$ cat src/rtl/easy_fifo_wr_ctrl.sv
// Write-side control of the dual-clock FIFO: write pointer, read-pointer synchronizer, full/occupancy flags.
// Optional occupancy path (wr_count, almost_full) is built when EASY_FIFO_WR_ACOUNT_EN is defined.
module easy_fifo_wr_ctrl #(
  parameter int ADDR_WIDTH   = 4,
  parameter int N_SYNC       = 2,
  parameter int AFULL_THRESH = 12
) (
  input  logic                  clk,
  input  logic                  rst,
  input  logic                  s_valid,
  output logic                  s_ready,
  output logic                  mem_we,
  output logic [ADDR_WIDTH-1:0] mem_waddr,
  output logic [ADDR_WIDTH:0]   wr_ptr_gray,
  input  logic [ADDR_WIDTH:0]   rd_ptr_gray_async,
  output logic                  full,
  output logic                  almost_full,
  output logic [ADDR_WIDTH:0]   wr_count
);

  localparam int AW = ADDR_WIDTH;
  localparam bit PARAMS_OK = (ADDR_WIDTH >= 2) && (N_SYNC >= 2) &&
                             (AFULL_THRESH >= 1) && (AFULL_THRESH <= 2**ADDR_WIDTH);

  if (!PARAMS_OK) begin : g_bad_params
    $error("easy_fifo_wr_ctrl: illegal parameter combination");
  end

  logic [AW:0] wr_bin_q, wr_bin_d;
  logic [AW:0] wr_gray_q, wr_gray_d;
  logic [AW:0] sync_q [N_SYNC];
  logic [AW:0] rd_gray_s;
  logic        full_q, full_d;
  logic        accept;

  // Reset also blocks the memory write in the cycle before full_q has been forced high.
  assign accept    = s_valid & ~full_q & ~rst;
  assign wr_bin_d  = wr_bin_q + {{AW{1'b0}}, accept};
  assign wr_gray_d = wr_bin_d ^ (wr_bin_d >> 1);
  assign rd_gray_s = sync_q[N_SYNC-1];
  assign full_d    = (wr_gray_d == {~rd_gray_s[AW:AW-1], rd_gray_s[AW-2:0]});

  always_ff @(posedge clk) begin
    if (rst) begin
      wr_bin_q  <= '0;
      wr_gray_q <= '0;
      full_q    <= 1'b1;
      for (int i = 0; i < N_SYNC; i++) sync_q[i] <= '0;
    end else begin
      wr_bin_q  <= wr_bin_d;
      wr_gray_q <= wr_gray_d;
      full_q    <= full_d;
      sync_q[0] <= rd_ptr_gray_async;
      for (int i = 1; i < N_SYNC; i++) sync_q[i] <= sync_q[i-1];
    end
  end

  assign s_ready     = ~full_q;
  assign mem_we      = accept;
  assign mem_waddr   = wr_bin_q[AW-1:0];
  assign wr_ptr_gray = wr_gray_q;
  assign full        = full_q;

`ifdef EASY_FIFO_WR_ACOUNT_EN
  localparam logic [AW:0] AFULL_T = (AW+1)'(AFULL_THRESH);

  logic [AW:0] rd_bin_s;
  logic [AW:0] wr_count_q, wr_count_d;
  logic        afull_q, afull_d;

  // Gray to binary: each binary bit is the XOR of all Gray bits at or above it.
  always_comb begin
    rd_bin_s = '0;
    for (int i = 0; i <= AW; i++) rd_bin_s = rd_bin_s ^ (rd_gray_s >> i);
  end

  assign wr_count_d = wr_bin_d - rd_bin_s;
  assign afull_d    = (wr_count_d >= AFULL_T);

  always_ff @(posedge clk) begin
    if (rst) begin
      wr_count_q <= '0;
      afull_q    <= 1'b0;
    end else begin
      wr_count_q <= wr_count_d;
      afull_q    <= afull_d;
    end
  end

  assign wr_count    = wr_count_q;
  assign almost_full = afull_q;
`else
  assign wr_count    = '0;
  assign almost_full = 1'b0;
`endif

endmodule

$ cat config.mk
export PLATFORM = sky130hd
export DESIGN_NAME = easy_fifo_wr_ctrl
export DESIGN_NICKNAME = d
export VERILOG_FILES = /design/src/rtl/easy_fifo_wr_ctrl.sv
export SDC_FILE = /design/constraint.sdc
export NUM_CORES = 1
export LEC_CHECK = 0
export BUFFER_PORTS_ARGS = -buffer_cell sky130_fd_sc_hd__buf_2
export CORE_MARGIN = 2
export CORE_UTILIZATION = 46
export CTS_BUF_LIST = sky130_fd_sc_hd__clkbuf_8
export DETAILED_ROUTE_END_ITERATION = 10
export PLACE_DENSITY_LB_ADDON = 0.05
export SLEW_MARGIN = 20
export SYNTH_ARGS = -nofsm -noshare
export SYNTH_HDL_FRONTEND = slang
export SYNTH_SLANG_ARGS = --single-unit
$ cat constraint.sdc
create_clock -name clk -period 2.5 [get_ports clk]
set_input_delay 0.625 -clock clk [delete_from_list [all_inputs] [get_ports clk]]
set_output_delay 0.625 -clock clk [all_outputs]
set_load 0.05 [all_outputs]
* After elaboration in Yosys (flattened, before gate mapping)
Memories as Yosys holds them, arrays and structs flattened. Index checks and enable logic that the tools add are counted.
Operators by class: add/subtract/negate cells 1, eq/ne operators 1, muxes and demuxes 5, bitwise operators 8
Operator list (count):
- two-way mux 5 bit | 2
- adder 5 x 1 -> 5 bit | 1
- == test 5 bit | 1
- bitwise XOR 5 x 4 -> 5 bit | 1
- two-way mux 1 bit | 3
- bitwise AND 1 bit | 2
- inverter 1 bit | 2
- inverter 2 bit | 1
- bitwise OR 1 bit | 2
Storage, ports and cells: bits in registers 11, bits in writable memories 10, bits of input ports 8, output and inout port bits 18, word-level logic and storage cells 19, memories 1
Memories:
- sync_q | depth 2, width 5, rd ports 2, clocked after memory_dff 0, wr ports 2, line 31 | logic [AW:0] sync_q [N_SYNC];

* Logic depth before layout (Yosys ltp)
depth after elaboration 6, gate-level depth with buffers 9, mapped depth without buffers 8

* Worst setup path after synthesis
Ideal clock, no wire load.
path type register -> register, start point reg full_q (netlist: full), end point reg full_q (netlist: full), setup time 96 ps, arrival 2889 ps, data required time 2404 ps, slack -485 ps, stages on the path, launching flop included 9, cell sequence dfxtp_1 inv_1 and3_1 ha_1 ha_1 xnor3_4 xor2_1 nand2_1 o41ai_2
On the way: word-level cells in the longest chain between the ends 6
Ends and longest elaborated chain:
- from (decl) | line 33 | logic full_q, full_d;
- from (signal assigned) | line 52 | full_q <= full_d;
- inverter 1 bit
- net s_ready | line 11 | output logic s_ready,
- bitwise AND 1 bit (2 in series) | line 37 | assign accept = s_valid & ~full_q & ~rst;
- net mem_we | line 12 | output logic mem_we,
- adder 5 x 1 -> 5 bit | line 38 | assign wr_bin_d = wr_bin_q + {{AW{1'b0}}, accept};
- bitwise XOR 5 x 4 -> 5 bit | line 39 | assign wr_gray_d = wr_bin_d ^ (wr_bin_d >> 1);
- == test 5 bit | line 41 | assign full_d = (wr_gray_d == {~rd_gray_s[AW:AW-1], rd_gray_s[AW-2:0]});
The timed path passes the listed nets, and every way through them passes these cells. A chain may end at the register's enable or synchronous reset.

* Worst setup path after layout
start point in rst, end point reg full_q (netlist: full)
On the way: word-level cells in the longest chain between the ends 5
Ends and longest elaborated chain:
- from (decl) | line 9 | input logic rst,
- inverter 1 bit | line 37
- bitwise AND 1 bit | line 37
- adder 5 x 1 -> 5 bit | line 38
- bitwise XOR 5 x 4 -> 5 bit | line 39
- == test 5 bit | line 41
Several ways; a longest one is shown, not always the timed one.

==> flow_summary.ini <==
[outcome]
status = completed

[timing]
fin_skew_ps = 2.69
period_share_pct = 83.7
drv_slew = 0
hold_ws_ps = 438
grt_setup_unrepaired = no
fin_crit_ps = 2090
max_freq_ghz = 0.478
hold_viol = 0
fin_tns_setup_ps = 0
setup_violations = 0

[place]
io_buffers = 19
dpl.hpwl_microns = 799
gp_congestion = 0.708

[global_routing]
grt_pass1_wl_microns = 1700
grt_max_degree = 20
antenna_found_initial = 0
grt_pass1_vias = 391
grt-ovfl-total = 0
track_usage_pct = 12.7

[layout]
layout.nets = 104
antennaDiodeCount = 0
area_growth_pct = 22.8
most-common-layout-cells = buf_2 (19), dfxtp_1 (19), nor2b_1 (12)
post_route_cells_drive_above_1_share_pct = 36.6

[power]
p_per_area_nw_per_um2 = 664
ir_drop_v = 0.000377
p_total_uw = 653
p_leak_nw = 0.455

[clock_network]
insertion_delay_ps = 260
cts_buffers = 3
cts_max_level = 1
clockBufferDepth = 2
cts.sinks = 20
postCtsSetupBuffers = 0
root_buffer = clkbuf_8
cts_tree = built
clk_pin_slew_worst_paths_ps = 70
cts_resized = 0
cts_hold_buf = 0

[yosys]
synth.cell_area_sq_um = 801
synth_top_cell_by_area = dfxtp_1
synth.distinct_cells = 19
yosysWarningCount = 0
syn_avg_cell_area_sq_um = 11.1
yosysTopAreaCellShare_pct = 50.0
syn-instance-count = 72
synth.area.top_cells = dfxtp_1 (50%), nor2b_1 (9.4%), xnor2_1 (7.7%)
ys_seq_area_share_pct = 50.0
synth_seq_cells = 20

[setup_path]
arrival_ps = 2250
start_kind = input pin
cp_max_fo = 4
cp.required_ps = 2660
rr_worst_depth = 8
reg2reg_slack_ps = 530
end_kind = flop
worstReg2RegStart = full$_SDFF_PP1_
rr_endpoint = full$_SDFF_PP1_
crit_type = input pin to flop

[routing]
drc = 0
wire_per_inst_microns = 9.89
routed_wl_microns = 1090
via_per_inst = 4.38
drt_iter0_drc = 2
drtPass1Iterations = 3
detail-route-antenna-nets = 0
vias = 482

[floorplan]
initial_core_util_pct = 47.4
fp-row-count = 15
core_area_sq_um = 1690
fp.dieW_microns = 45.7
die_h_microns = 45.7
fp.dieArea_sq_um = 2090
io_pins = 26

[run]
drv_cap = 0

[worst_hold_path]
min_from = sync_q[0][1]$_SDFF_PP0_
min_path_cells = 1
hold_end = sync_q[0][6]$_SDFF_PP0_
hold_class = flop to flop
==> worst max-delay path: stages <==
cell and delay (ps):
buf_2 110, inv_2 60, and3_4 190, ha_4 150
ha_4 150, xnor3_4 480, xor2_1 140, nand2_1 80
o41ai_2 260
==> through the flow <==
step | utilization [%] | instances | setup slack, ps | instance area, sq um
global placement | 55.0 | 106 | 129 | 928
finish | 58.2 | 110 | 407 | 983
detailed placement | 55.0 | 106 | 145 | 928
floorplan | - | 77 | 10.1 | 858
CTS | 58.2 | 110 | 397 | 983
global route | 58.2 | 110 | 306 | 983
==> cell type report <==
cell class | count | area [sq um]
Clock buffer | 4 | 55.1
Sequential cell | 20 | 404
Tap cell | 17 | 21.3
Fill cell | 157 | 706
Timing Repair Buffer | 20 | 103
Multi-Input combinational cell | 47 | 389
Inverter | 2 | 11.3
==> logic make-up after synthesis <==
logic type,count (synthesis),synth area share (%)
simple gates,23,15.8
compound gates,2,2.97
buf+inv,10,7.50
fa+ha+maj,2,3.12
xor+xnor,14,20.2
flops,20,50.0
other cells,1,0.468
==> power breakdown <==
group	internal, mW	switching, mW	total, mW
sequential	0.329	0.00418	0.333
combinational	0.0238	0.0546	0.0783
clock	0.140	0.102	0.242
==> Yosys cell counts, drive strengths merged <==
cell	count
ha	2
inv	2
nor2b	12
nor2	7
xnor2	7
xnor3	2
xor2	5
conb	1
o41ai	1
clkbuf	2
buf	6
nand2	1
dfxtp	20
nand3	2
and3	1
a21boi	1
==> registers in the layout (all words and copies together) (netlist names) <==
register     count
wr_bin_q         5
wr_ptr_gray      4
sync_q          10
full             1
==> metal layers <==
layer	part of all wire, %	GRT usage, %
met1	44	14.8
met2	47	17.5
met3	4.5	3.57
met5	0	0
met4	4.8	13.7
==> how the worst max path moves through the flow <==
stage	from	to	slack, ps
floorplan	rst	full$_SDFF_PP1_	10
global placement	rst	full$_SDFF_PP1_	130
detailed placement	rst	full$_SDFF_PP1_	150
CTS	rst	full$_SDFF_PP1_	400
global route	rst	full$_SDFF_PP1_	310
finish	rst	full$_SDFF_PP1_	410
No activity file was read; power rests on OpenSTA's default activity.
